--- src/rtl/wb_dual_master_arbiter_if.sv ---
// Wishbone classic bus bundle shared by the two masters and the slave.
// 'master' is the view of whoever drives the bus; 'slave' is the view of
// whoever answers it. err only exists on the slave-facing side.
interface wb_dual_master_arbiter_if #(
    parameter int AW = 32,
    parameter int DW = 32
);
    logic            cyc;
    logic            stb;
    logic            we;
    logic [DW/8-1:0] sel;
    logic [AW-1:0]   adr;
    logic [DW-1:0]   dat_w;
    logic [DW-1:0]   dat_r;
    logic            ack;
    logic            err;

    // Handshake: a transfer is requested while cyc & stb are high and
    // completes in the cycle where ack (or err) is high; cyc framing a
    // bus cycle may span several strobes.
    modport master (
        output cyc, stb, we, sel, adr, dat_w,
        input  dat_r, ack
    );

    modport slave (
        input  cyc, stb, we, sel, adr, dat_w,
        output dat_r, ack, err
    );
endinterface

--- src/rtl/wb_dual_master_arbiter.sv ---
// Two-master Wishbone arbiter with round-robin or fixed priority, grant held
// for the whole cyc, and a watchdog that ends hung accesses with err.
module wb_dual_master_arbiter #(
    parameter int AW         = 32,
    parameter int DW         = 32,
    parameter int TIMEOUT    = 255,
    parameter int FIXED_PRIO = 0
) (
    input  logic                   wb_clk_i,
    input  logic                   wb_rst_ni,
    wb_dual_master_arbiter_if.slave  m0_bus,
    wb_dual_master_arbiter_if.slave  m1_bus,
    wb_dual_master_arbiter_if.master s_bus,
    output logic [1:0]             gnt_o,
    output logic                   timeout_o,
    output logic [1:0]             state_o
);

    typedef enum logic [1:0] {
        IDLE  = 2'd0,
        OWN0  = 2'd1,
        OWN1  = 2'd2,
        DRAIN = 2'd3
    } state_t;

    localparam logic [15:0] WDOG_LAST = 16'(TIMEOUT - 1);
    localparam bit          PRIO_M0   = (FIXED_PRIO != 0);

    state_t          state_q, state_d;
    logic            last_owner_q, last_owner_d;  // 0 = m0, 1 = m1
    logic            owner_q, owner_d;            // owner remembered for DRAIN
    logic [15:0]     wdog_q, wdog_d;

    logic            req0, req1, pick_m1;
    logic            in_own, expire, drain_cyc;
    logic            own_cyc, own_stb, own_we;
    logic [DW/8-1:0] own_sel;
    logic [AW-1:0]   own_adr;
    logic [DW-1:0]   own_dat;

    assign req0      = m0_bus.cyc & m0_bus.stb;
    assign req1      = m1_bus.cyc & m1_bus.stb;
    // Round-robin hands a tie to whoever did not own the bus last.
    assign pick_m1   = !PRIO_M0 && !last_owner_q;
    assign in_own    = (state_q == OWN0) || (state_q == OWN1);
    assign drain_cyc = owner_q ? m1_bus.cyc : m0_bus.cyc;
    // Ack in the expiry cycle wins, so expiry requires ack low.
    assign expire    = in_own && own_cyc && own_stb && !s_bus.ack &&
                       (wdog_q == WDOG_LAST);

    // Slave side: owner's signals pass through; expiry kills cyc/stb at once.
    assign s_bus.cyc   = own_cyc & ~expire;
    assign s_bus.stb   = own_stb & ~expire;
    assign s_bus.we    = own_we;
    assign s_bus.sel   = own_sel;
    assign s_bus.adr   = own_adr;
    assign s_bus.dat_w = own_dat;

    // Master side: read data is broadcast; ack/err only reach the owner.
    assign m0_bus.dat_r = s_bus.dat_r;
    assign m1_bus.dat_r = s_bus.dat_r;
    assign m0_bus.ack   = (state_q == OWN0) & s_bus.ack;
    assign m1_bus.ack   = (state_q == OWN1) & s_bus.ack;
    assign m0_bus.err   = (state_q == OWN0) & expire;
    assign m1_bus.err   = (state_q == OWN1) & expire;
    assign timeout_o    = expire;
    assign state_o      = state_q;

    // Owner mux: only a granted master reaches the slave bus.
    always_comb begin
        own_cyc = 1'b0;
        own_stb = 1'b0;
        own_we  = 1'b0;
        own_sel = '0;
        own_adr = '0;
        own_dat = '0;
        case (state_q)
            OWN0: begin
                own_cyc = m0_bus.cyc;
                own_stb = m0_bus.stb;
                own_we  = m0_bus.we;
                own_sel = m0_bus.sel;
                own_adr = m0_bus.adr;
                own_dat = m0_bus.dat_w;
            end
            OWN1: begin
                own_cyc = m1_bus.cyc;
                own_stb = m1_bus.stb;
                own_we  = m1_bus.we;
                own_sel = m1_bus.sel;
                own_adr = m1_bus.adr;
                own_dat = m1_bus.dat_w;
            end
            default: begin
            end
        endcase
    end

    // Grant indicator: owner stays flagged through DRAIN until it lets go.
    always_comb begin
        gnt_o = 2'b00;
        case (state_q)
            OWN0:    gnt_o = 2'b01;
            OWN1:    gnt_o = 2'b10;
            DRAIN:   gnt_o = owner_q ? 2'b10 : 2'b01;
            default: gnt_o = 2'b00;
        endcase
    end

    // Next-state logic: arbitration, grant hold, watchdog and drain.
    always_comb begin
        state_d      = state_q;
        last_owner_d = last_owner_q;
        owner_d      = owner_q;
        wdog_d       = '0;
        case (state_q)
            IDLE: begin
                if (req0 && !(req1 && pick_m1)) begin
                    state_d = OWN0;
                end else if (req1) begin
                    state_d = OWN1;
                end
            end
            OWN0, OWN1: begin
                owner_d = (state_q == OWN1);
                if (!own_cyc) begin
                    state_d      = IDLE;
                    last_owner_d = (state_q == OWN1);
                end else if (expire) begin
                    state_d = DRAIN;
                end else if (own_stb && !s_bus.ack) begin
                    wdog_d = 16'(wdog_q + 16'd1);
                end
            end
            DRAIN: begin
                if (!drain_cyc) begin
                    state_d      = IDLE;
                    last_owner_d = owner_q;
                end
            end
            default: state_d = IDLE;
        endcase
    end

    // State registers; last_owner resets to m1 so m0 wins the first tie.
    always_ff @(posedge wb_clk_i or negedge wb_rst_ni) begin
        if (!wb_rst_ni) begin
            state_q      <= IDLE;
            last_owner_q <= 1'b1;
            owner_q      <= 1'b0;
            wdog_q       <= '0;
        end else begin
            state_q      <= state_d;
            last_owner_q <= last_owner_d;
            owner_q      <= owner_d;
            wdog_q       <= wdog_d;
        end
    end

endmodule

--- src/flat_wrapper.sv ---
// flat-port wrapper written by rule: the top's interface ports become plain ports
module wb_dual_master_arbiter_flat 
#(
    parameter int AW         = 32,
    parameter int DW         = 32,
    parameter int TIMEOUT    = 255,
    parameter int FIXED_PRIO = 0
)
  (wb_clk_i, wb_rst_ni, gnt_o, timeout_o, state_o, m0_bus_cyc, m0_bus_stb, m0_bus_we, m0_bus_sel, m0_bus_adr, m0_bus_dat_w, m0_bus_dat_r, m0_bus_ack, m0_bus_err, m1_bus_cyc, m1_bus_stb, m1_bus_we, m1_bus_sel, m1_bus_adr, m1_bus_dat_w, m1_bus_dat_r, m1_bus_ack, m1_bus_err, s_bus_cyc, s_bus_stb, s_bus_we, s_bus_sel, s_bus_adr, s_bus_dat_w, s_bus_dat_r, s_bus_ack);
  wb_dual_master_arbiter_if #(.AW(AW), .DW(DW)) m0_bus_i ();
  wb_dual_master_arbiter_if #(.AW(AW), .DW(DW)) m1_bus_i ();
  wb_dual_master_arbiter_if #(.AW(AW), .DW(DW)) s_bus_i ();
  input  logic wb_clk_i;
  input  logic wb_rst_ni;
  output logic [1:0] gnt_o;
  output logic timeout_o;
  output logic [1:0] state_o;
  input wire logic [$bits(m0_bus_i.cyc)-1:0] m0_bus_cyc;
  input wire logic [$bits(m0_bus_i.stb)-1:0] m0_bus_stb;
  input wire logic [$bits(m0_bus_i.we)-1:0] m0_bus_we;
  input wire logic [$bits(m0_bus_i.sel)-1:0] m0_bus_sel;
  input wire logic [$bits(m0_bus_i.adr)-1:0] m0_bus_adr;
  input wire logic [$bits(m0_bus_i.dat_w)-1:0] m0_bus_dat_w;
  output wire logic [$bits(m0_bus_i.dat_r)-1:0] m0_bus_dat_r;
  output wire logic [$bits(m0_bus_i.ack)-1:0] m0_bus_ack;
  output wire logic [$bits(m0_bus_i.err)-1:0] m0_bus_err;
  input wire logic [$bits(m1_bus_i.cyc)-1:0] m1_bus_cyc;
  input wire logic [$bits(m1_bus_i.stb)-1:0] m1_bus_stb;
  input wire logic [$bits(m1_bus_i.we)-1:0] m1_bus_we;
  input wire logic [$bits(m1_bus_i.sel)-1:0] m1_bus_sel;
  input wire logic [$bits(m1_bus_i.adr)-1:0] m1_bus_adr;
  input wire logic [$bits(m1_bus_i.dat_w)-1:0] m1_bus_dat_w;
  output wire logic [$bits(m1_bus_i.dat_r)-1:0] m1_bus_dat_r;
  output wire logic [$bits(m1_bus_i.ack)-1:0] m1_bus_ack;
  output wire logic [$bits(m1_bus_i.err)-1:0] m1_bus_err;
  output wire logic [$bits(s_bus_i.cyc)-1:0] s_bus_cyc;
  output wire logic [$bits(s_bus_i.stb)-1:0] s_bus_stb;
  output wire logic [$bits(s_bus_i.we)-1:0] s_bus_we;
  output wire logic [$bits(s_bus_i.sel)-1:0] s_bus_sel;
  output wire logic [$bits(s_bus_i.adr)-1:0] s_bus_adr;
  output wire logic [$bits(s_bus_i.dat_w)-1:0] s_bus_dat_w;
  input wire logic [$bits(s_bus_i.dat_r)-1:0] s_bus_dat_r;
  input wire logic [$bits(s_bus_i.ack)-1:0] s_bus_ack;
  assign m0_bus_i.cyc = m0_bus_cyc;
  assign m0_bus_i.stb = m0_bus_stb;
  assign m0_bus_i.we = m0_bus_we;
  assign m0_bus_i.sel = m0_bus_sel;
  assign m0_bus_i.adr = m0_bus_adr;
  assign m0_bus_i.dat_w = m0_bus_dat_w;
  assign m0_bus_dat_r = m0_bus_i.dat_r;
  assign m0_bus_ack = m0_bus_i.ack;
  assign m0_bus_err = m0_bus_i.err;
  assign m1_bus_i.cyc = m1_bus_cyc;
  assign m1_bus_i.stb = m1_bus_stb;
  assign m1_bus_i.we = m1_bus_we;
  assign m1_bus_i.sel = m1_bus_sel;
  assign m1_bus_i.adr = m1_bus_adr;
  assign m1_bus_i.dat_w = m1_bus_dat_w;
  assign m1_bus_dat_r = m1_bus_i.dat_r;
  assign m1_bus_ack = m1_bus_i.ack;
  assign m1_bus_err = m1_bus_i.err;
  assign s_bus_cyc = s_bus_i.cyc;
  assign s_bus_stb = s_bus_i.stb;
  assign s_bus_we = s_bus_i.we;
  assign s_bus_sel = s_bus_i.sel;
  assign s_bus_adr = s_bus_i.adr;
  assign s_bus_dat_w = s_bus_i.dat_w;
  assign s_bus_i.dat_r = s_bus_dat_r;
  assign s_bus_i.ack = s_bus_ack;
  wb_dual_master_arbiter #(.AW(AW), .DW(DW), .TIMEOUT(TIMEOUT), .FIXED_PRIO(FIXED_PRIO)) u_core (.wb_clk_i(wb_clk_i), .wb_rst_ni(wb_rst_ni), .m0_bus(m0_bus_i), .m1_bus(m1_bus_i), .s_bus(s_bus_i), .gnt_o(gnt_o), .timeout_o(timeout_o), .state_o(state_o));
endmodule
--- config.mk ---
export PLATFORM = sky130hd
export DESIGN_NAME = wb_dual_master_arbiter_flat
export DESIGN_NICKNAME = d
export VERILOG_FILES = /design/src/rtl/wb_dual_master_arbiter_if.sv /design/src/rtl/wb_dual_master_arbiter.sv /design/src/flat_wrapper.sv
export SDC_FILE = /design/constraint.sdc
export NUM_CORES = 1
export LEC_CHECK = 0
export ABC_AREA = 1
export BUFFER_PORTS_ARGS = -buffer_cell sky130_fd_sc_hd__buf_2
export CORE_AREA = 2 2 124 126
export DETAILED_ROUTE_END_ITERATION = 10
export DIE_AREA = 0 0 126 128
export SKIP_CTS_REPAIR_TIMING = 1
export SLEW_MARGIN = 20
export SYNTH_ARGS = -nofsm -noshare
export SYNTH_HDL_FRONTEND = slang
export SYNTH_SLANG_ARGS = --single-unit
--- constraint.sdc ---
create_clock -name wb_clk_i -period 2.15 [get_ports wb_clk_i]
set_input_delay 0.3225 -clock wb_clk_i [delete_from_list [all_inputs] [get_ports wb_clk_i]]
set_output_delay 0.3225 -clock wb_clk_i [all_outputs]
set_load 0.02 [all_outputs]
==> run metrics, run 1 <==
gr usage total=0.168; Setup WS post-layout=-0.0714 ns; Total Wirelength=16.7 mm; die area=0.0161 sq mm; fin crit share=1.03; wire per inst=23.9 um; Longest Clk Path Bufs=2; Num CTS Buffers=3; Initial Util=0.169; sequential area share after synthesis=0.200; Slew Viols, Final=0; worst-path cell chain=inv_4 > ha_4 > nand2_4 > inv_8 > buf_12 > clkbuf_16 > a22o_4 > buf_6; Final Net Count=699; crit-path max FO=7; first-pass GRT wire length=roughly 19 mm; largest net degree at the start of global routing=52; Pre-antenna DRT Iters=4; Filler Cells Inserted=1621; Synth area leaders=a22o_1 24%, buf_4 19%, dfrtp_1 19%, nand2_1 6.6%, inv_1 4.2%; Core ar.=0.0149 sq mm; final setup violation count=34; GR Overflow Total=0; Critical Path RT=1.83 ns; Finished Layout Cells=~700; biggest area consumer among synthesized cells=a22o_1; syn avg cell area=7.50 sq um; Slew HR=0.681; n_diodes=0; Synth Warn #=0; Ports=321; Distinct cells, synth=26; row count=45; failing checks=setup timing; Power Density=1060 mW/mm^2; Crit. End Element=output port; CTS clock-pin slew for the worst setup and hold paths=approximately 0.06 ns; Highest Clock Rate=450 MHz; initial antenna violation count=0; die width=about 130 um; Post-synth EDFFs=0; Slowest-stage cell, CP=dfrtp_2; RSZ-0062 raised after global routing=yes; worst slew pin tran=0.479 ns; Post-DRT Antenna Nets=0; vias=3111; hpwl dp=13.3 mm; Mapped Nets=518; CP max stage delay=0.47 ns; skew final=0.00406 ns; Buffers on Ports=between 200 and 250; vias per inst=4.43; residual DRC count=0; R2R Setup Slk=0.39 ns; asr flop ratio synth=1.00; fin crit period=2.22 ns; Synth Cell Area=0.00251 sq mm; peak supply drop=0.644 mV; DIE HEIGHT=~130 um; layout cell share with drive strength beyond 1=0.597; vias in the first global route=2788; register bit total from synthesis=20; placed cell count=roughly 700; worst min path class=input port to async pin; Fin Setup TNS=-0.767 ns; Max-cap violations=0; drt initial violations=between 150 and 200; DP Worst Slack=0.0216 ns; status=complete, but fails checks; Startpoint Class=flop; critical path arrival=between 1.5 and 2 ns; clk sinks=20; worst-skew pair later-pin latency=0.26 ns; P&R area growth vs syn=78.0%; final count of hold timing violations=0; H-Tree Depth=1; top cell type's share of synthesized area=0.241; ys flop type=dfrtp_1; routability cong.=around 0.94; CTS tree=built; kind of critical path=flop to output port; Mapped Cells=334; clock root buffer=clkbuf_16; fin util=0.300; Leak Pwr=0.00231 uW
[worst max-delay path: cells and delay by family, from the launching register on]
| kind | cells | cell delay (ns) |
|---|---|---|
| AO/OA/AOI/OAI | 1 | 0.27 |
| adder cells (fa/ha/maj) | 1 | 0.22 |
| buffers and inverters | 5 | 0.59 |
| flip-flops | 1 | 0.47 |
| AND/OR/NAND/NOR | 1 | 0.10 |
[kinds of logic (layout without fill, tap and decap cells)]
group	after synthesis	after routing	synth area share
simple gates	110	110	0.206
buf+inv	109	289	0.264
xor+xnor	9	9	0.0315
fa+ha+maj	7	7	0.0349
compound gates	78	78	0.260
mux	1	1	0.00399
flops	20	20	0.200
[where the power goes]
group | internal (uW) | switching, uW
clock network | 370 | 153
logic | 1800 | 1950
registers | 417 | 40.1
total | 2580 | 2140
[area by class of cell]
type	instances	area [sq um]	area share
Multi-Input combinational cell	205	1520	0.341
Sequential cell	20	504	0.113
Tap cell	188	235	0.0527
Inverter	30	133	0.0297
Timing Repair Buffer	255	1960	0.440
Clock buffer	3	75.1	0.0168
Clock inverter	1	30.0	0.00673
[path summary, 6_finish.rpt]
kind / cells after the start / from / to
worst max-delay path: 8 / u_core.state_o[0]$_DFFE_PN0P_ / s_bus_adr[7]
worst min-delay path: 1 / wb_rst_ni / u_core.wdog_q[5]$_DFF_PN0_
worst max register to register: 11 / u_core.state_o[0]$_DFFE_PN0P_ / u_core.state_o[1]$_DFFE_PN0P_
worst min register to register: 1 / u_core.wdog_q[0]$_DFF_PN0_ / u_core.wdog_q[0]$_DFF_PN0_
max in group asynchronous: 1 / wb_rst_ni / u_core.state_o[1]$_DFFE_PN0P_
min in group wb_clk_i: 1 / u_core.wdog_q[0]$_DFF_PN0_ / u_core.wdog_q[0]$_DFF_PN0_
[synthesized netlist by cell type (3+ instances only)]
| cell | number |
|---|---|
| nor2_2 | 12 |
| inv_1 | 28 |
| clkbuf_1 | 10 |
| buf_4 | 64 |
| ha_1 | 7 |
| a21oi_1 | 3 |
| nand2_1 | 44 |
| nand3_1 | 14 |
| o21ai_0 | 5 |
| buf_2 | 4 |
| dfrtp_1 | 19 |
| a22o_1 | 69 |
| nand4_1 | 4 |
| nor3_1 | 4 |
| xor2_1 | 4 |
| nor2_1 | 25 |
| xnor2_1 | 5 |
[state kept, by name (all words and copies together), names as in the netlist]
name and flops:
u_core.last_owner_q 1, u_core.owner_q 1, u_core.state_o 2, u_core.wdog_q 16
[layout by cell type (no fill, tap or decap), types with 2 or more instances in the layout]
| master | count |
|---|---|
| dfrtp_2 | 2 |
| ha_4 | 3 |
| buf_4 | 19 |
| nand3_1 | 13 |
| buf_12 | 7 |
| buf_6 | 48 |
| buf_2 | 161 |
| inv_1 | 25 |
| nand2_4 | 4 |
| a22o_1 | 58 |
| nor2_4 | 3 |
| nor3_2 | 2 |
| nand4_1 | 4 |
| xnor2_1 | 5 |
| nand2_1 | 41 |
| clkbuf_4 | 5 |
| buf_8 | 8 |
| nor2_1 | 22 |
| a22o_4 | 11 |
| inv_8 | 2 |
| nor3_1 | 4 |
| dfrtp_1 | 17 |
| nor2_2 | 14 |
| inv_4 | 2 |
| clkbuf_16 | 10 |
| xor2_1 | 4 |
| o21ai_0 | 5 |
| ha_1 | 4 |
| a21oi_1 | 3 |
[per-layer routing]
metal  GRT usage  wire length (um)  up-vias
met3      0.0964              2430       36
li1            -                 -     1444
met5           0                 0        -
met2       0.244              7280      201
met4      0.0504               398        0
met1       0.211              6640     1430
[metrics by stage]
stage                     total power, uW  hold slack (ns)  area [sq um]
after floorplan                      2090           0.0269          2510
after global placement               2990            0.304          3460
after detailed placement             2980            0.307          3460
after CTS                            3530           0.0317          3570
after global routing                 4960           0.0389          4460
final                                4720           0.0165          4460
Note: power is estimated with default switching activity, not from simulation.
==> inputs of run 2 (changes only) <==
--- a/config.mk
+++ b/config.mk
@@ -10,6 +10,7 @@
 export CORE_AREA = 2 2 124 126
 export DETAILED_ROUTE_END_ITERATION = 10
 export DIE_AREA = 0 0 126 128
+export PLACE_DENSITY_LB_ADDON = 0.15
 export SKIP_CTS_REPAIR_TIMING = 1
 export SLEW_MARGIN = 20
 export SYNTH_ARGS = -nofsm -noshare
==> run metrics, run 2 (same netlist as run 1, synthesis figures left out) <==
CP max stage delay=0.40 ns; Max-cap violations=0; first-pass GRT wire length=22.8 mm; met3 usage=0.209; Startpoint Class=flop; hpwl dp=15.8 mm; largest net degree at the start of global routing=37; wire per inst=25.9 um; residual DRC count=0; clock root buffer=clkbuf_16; Slowest-stage cell, CP=dfrtp_2; fin crit share=0.986; Total Wirelength=17.8 mm; fin util=0.260; Ports=321; RSZ-0062 raised after global routing=yes; Crit. End Element=output port; Highest Clock Rate=472 MHz; Slew HR=0.629; Critical R2R Launch=u_core.state_o[0]$_DFFE_PN0P_; clk sinks=20; met1 Use GR=0.199; gr usage total=0.202; Pre-antenna DRT Iters=7; Power Density=between 1000 and 1500 mW/mm^2; reg2reg end=u_core.wdog_q[10]$_DFF_PN0_; worst slew pin tran=roughly 0.55 ns; Final Net Count=between 600 and 700; die area=0.0161 sq mm; Power Internal=1960 uW; Clk pwr share=0.133; Post-DRT Antenna Nets=0; Net Sw Power=2030 uW; Most Used Layer, Global Route=met2; most common cell after layout, fill and taps aside=buf_2; Finished Layout Cells=687; CP top delay family=buffers and inverters; kind of critical path=flop to output port; CTS clock-pin slew for the worst setup and hold paths=0.06 ns; Buffers on Ports=224; GR Overflow Total=0; vias=3041; crit-path max FO=16; status=completed; Leak Pwr=0.00214 uW; H-Tree Depth=1; worst min path class=input port to async pin; peak supply drop=between 0.4 and 0.5 mV; fin crit period=2.12 ns; worst-skew pair later-pin latency=0.26 ns; switching share of power=0.508; CTS tree=built; part of the power in registers=0.111; Combinational Power Share=0.756; final setup violation count=0; vias per inst=4.43; die width=126 um; critical path arrival=1.80 ns; layout cell share with drive strength beyond 1=0.581; R2R Setup Slk=0.50 ns; GR Util met2=0.284; Slew Viols, Final=0; final count of hold timing violations=0; Num CTS Buffers=3; P&R area growth vs syn=54.1%; most frequent cells in the layout=207 x buf_2, 58 x a22o_1, 42 x nand2_1; DIE HEIGHT=128 um; Crit path buffers/inverters=4; worst-path cell chain=inv_4 > ha_4 > nand2_4 > inv_4 > buf_6 > a22o_1 > buf_2; routability cong.=0.890; row count=45; Critical Path RT=1.83 ns; Biggest register=u_core.wdog_q; placed cell count=between 600 and 700; Initial Util=0.169; skew final=0.00505 ns; vias in the first global route=3005; Fin Setup TNS=0 ns; Longest Clk Path Bufs=2; Core ar.=between 0.01 and 0.015 sq mm; max reg flops=16; Reg2Reg Depth=9; initial antenna violation count=6; Hold Slack=approximately 0.017 ns; n_diodes=0; CP dominant cell by count=inv_4; drt initial violations=104
## run 2: changes by cell type in the layout (fill, tap and decap cells not counted), sizes merged
cell / before / now
clkbuf: 15 / 10
buf: 243 / 233
## run 2: layout make-up
class / count / area [sq um]
fill: 1692 / 11000
multi-input combinational: 205 / 1520
timing repair buffer: 240 / 1370
sequential: 20 / 504
tap: 188 / 235
inverter: 30 / 123
clock buffer: 3 / 75.1
clock inverter: 1 / 30.0
## run 2: worst max path at each step
stage | depth (start not counted) | startpoint | end
after global routing | 10 | u_core.state_o[0]$_DFFE_PN0P_ | s_bus_cyc
after detailed placement | 7 | u_core.state_o[0]$_DFFE_PN0P_ | s_bus_dat_w[23]
after global placement | 7 | u_core.state_o[0]$_DFFE_PN0P_ | s_bus_dat_w[23]
final | 7 | u_core.state_o[0]$_DFFE_PN0P_ | s_bus_sel[0]
after floorplan | 9 | u_core.state_o[0]$_DFFE_PN0P_ | s_bus_stb
after CTS | 7 | u_core.state_o[0]$_DFFE_PN0P_ | s_bus_dat_w[23]
## run 2: worst register-to-register path: cells and delay by family (launching register included)
family / cells / cell delay (ns)
adder cells (fa/ha/maj): 1 / 0.23
buffers and inverters: 2 / 0.34
flip-flops: 1 / 0.43
AND/OR/NAND/NOR: 6 / 0.54
## run 2: stage by stage
step,total power [uW],worst slack (ns),cell area (sq um)
final,3990,0.0301,3860
after global routing,4240,-0.0474,3860
after CTS,3650,-0.198,3550
after detailed placement,3090,0.102,3440
after global placement,3100,0.0964,3440
after floorplan,2090,0.00603,2510
## run 2: power by group through the flow
stage / sequential, uW / clock, uW / combinational [uW]
2_1_floorplan: 467 / 0 / 1620
3_5_place_dp: 440 / 0 / 2650
4_1_cts: 436 / 542 / 2670
3_3_place_gp: 440 / 0 / 2660
6_report: 442 / 532 / 3010
5_1_grt: 448 / 563 / 3230
## run 2: layer usage
| layer | vias to the layer above | wire [um] |
|---|---|---|
| met5 | - | 0 |
| met4 | 0 | 581 |
| met3 | 43 | 3950 |
| met2 | 181 | 7360 |
| met1 | 1406 | 5890 |
| li1 | 1411 | - |
==> inputs of run 3 (changes only) <==
--- a/config.mk
+++ b/config.mk
@@ -10,6 +10,7 @@
 export CORE_AREA = 2 2 124 126
 export DETAILED_ROUTE_END_ITERATION = 10
 export DIE_AREA = 0 0 126 128
+export MAX_ROUTING_LAYER = met4
 export PLACE_DENSITY_LB_ADDON = 0.15
 export SKIP_CTS_REPAIR_TIMING = 1
 export SLEW_MARGIN = 20
==> run metrics, run 3 (same netlist as run 1, synthesis figures left out) <==
status=completed; die area=0.0161 sq mm; peak supply drop=0.417 mV; most frequent cells in the layout=187 x buf_2, 61 x a22o_1, 42 x nand2_1; worst-skew pair later-pin latency=around 0.26 ns; P&R area growth vs syn=56.9%; final count of hold timing violations=0; Critical R2R Launch=u_core.state_o[0]$_DFFE_PN0P_; wire per inst=around 28 um; vias=just over 3k; kind of critical path=flop to output port; drt initial violations=113; Crit. End Element=output port; fin crit share=1.00; most common cell after layout, fill and taps aside=buf_2; Finished Layout Cells=688; CTS clock-pin slew for the worst setup and hold paths=0.06 ns; crit path to=s_bus_dat_w[23]; Filler Cells Inserted=1700; vias in the first global route=2885; final setup violation count=0; clock root buffer=clkbuf_16; DP Worst Slack=-0.0444 ns; Power Density=1060 mW/mm^2; Ports=321; first-pass GRT wire length=23.4 mm; Reg2Reg Depth=8; critical path arrival=1.83 ns; n_diodes=0; Total Wirelength=roughly 19 mm; RSZ-0062 raised after global routing=yes; routability cong.=between 0.9 and 1; initial antenna violation count=1; Longest Clk Path Bufs=2; DIE HEIGHT=128 um; skew final=0.00489 ns; reg2reg end=u_core.wdog_q[0]$_DFF_PN0_; clk sinks=20; Slew Viols, Final=0; Initial Util=0.169; CTS tree=built; Critical Path RT=around 1.8 ns; Biggest register=u_core.wdog_q; row count=45; placed cell count=about 680; die width=126 um; crit-path max FO=12; Setup WS post-layout=0.000653 ns; largest net degree at the start of global routing=between 60 and 70; Slew HR=0.660; H-Tree Depth=1; R2R Setup Slk=0.33 ns; Post-DRT Antenna Nets=0; fin crit period=2.15 ns; residual DRC count=0; gr usage total=0.216; GR Overflow Total=0; worst slew pin tran=0.510 ns; Buffers on Ports=224; Core ar.=0.0149 sq mm; Highest Clock Rate=around 470 MHz; hpwl dp=16.1 mm; worst min path class=input port to async pin; CP startpoint=u_core.state_o[0]$_DFFE_PN0P_; vias per inst=4.50; layout cell share with drive strength beyond 1=0.576; Startpoint Class=flop; max reg flops=16; Num CTS Buffers=3; Max-cap violations=0; Pre-antenna DRT Iters=5; Final Net Count=between 600 and 700; Leak Pwr=0.00213 uW
[run 3: worst max-delay path: stages, from the launching register on]
cell and delay (ns):
dfrtp_2 0.44, inv_4 0.10, ha_4 0.23, nand2_4 0.11, inv_8 0.07, buf_8 0.15, a22o_4 0.28, buf_4 0.17
[run 3: worst min path at each step]
| stage | to | slack (ns) | cells past startpoint |
|---|---|---|---|
| CTS | u_core.wdog_q[0]$_DFF_PN0_ | 0.04 | 1 |
| global route | u_core.wdog_q[4]$_DFF_PN0_ | 0.07 | 1 |
| detailed placement | u_core.wdog_q[0]$_DFF_PN0_ | 0.32 | 1 |
| global placement | u_core.wdog_q[4]$_DFF_PN0_ | 0.32 | 1 |
| floorplan | u_core.owner_q$_DFFE_PN0P_ | 0.03 | 0 |
| finish | u_core.wdog_q[4]$_DFF_PN0_ | 0.03 | 1 |
[run 3: per-layer routing]
| metal | wire length, um | up-vias | global-route usage | share of wire |
|---|---|---|---|---|
| li1 | - | 1415 | - | - |
| met1 | 6350 | 1439 | 0.215 | 0.33 |
| met2 | 7840 | 192 | 0.288 | 0.41 |
| met3 | 4280 | 53 | 0.216 | 0.22 |
| met4 | 677 | 0 | 0.0743 | 0.035 |
| met5 | 0 | - | - | 0 |
[run 3: through the flow]
stage	setup TNS (ns)	hold WS [ns]	cell area [sq um]	total power [uW]	utilization
floorplan	0	0.0269	2510	2090	-
global placement	-0.0966	0.321	3420	3060	0.230
detailed placement	-0.163	0.315	3420	3050	0.230
CTS	-11.49	0.0396	3520	3610	0.237
global route	-1.16	0.0678	3930	4400	0.264
finish	0	0.0293	3930	4170	0.264
[run 3: layout make-up]
class / instances / area [sq um] / area share
clock buffers: 3 / 75.1 / 0.0191
clock inverters: 1 / 30.0 / 0.00764
inverters: 30 / 128 / 0.0325
multi-input cells: 205 / 1500 / 0.382
flip-flops and latches: 20 / 504 / 0.128
well taps: 188 / 235 / 0.0598
repair buffers: 241 / 1460 / 0.370
[run 3: power by group]
part           total (uW)  switching (uW)  internal (uW)
Combinational        3210            1930           1270
Sequential            438            21.6            417
Clock                 526             157            370
Total                4170            2110           2060
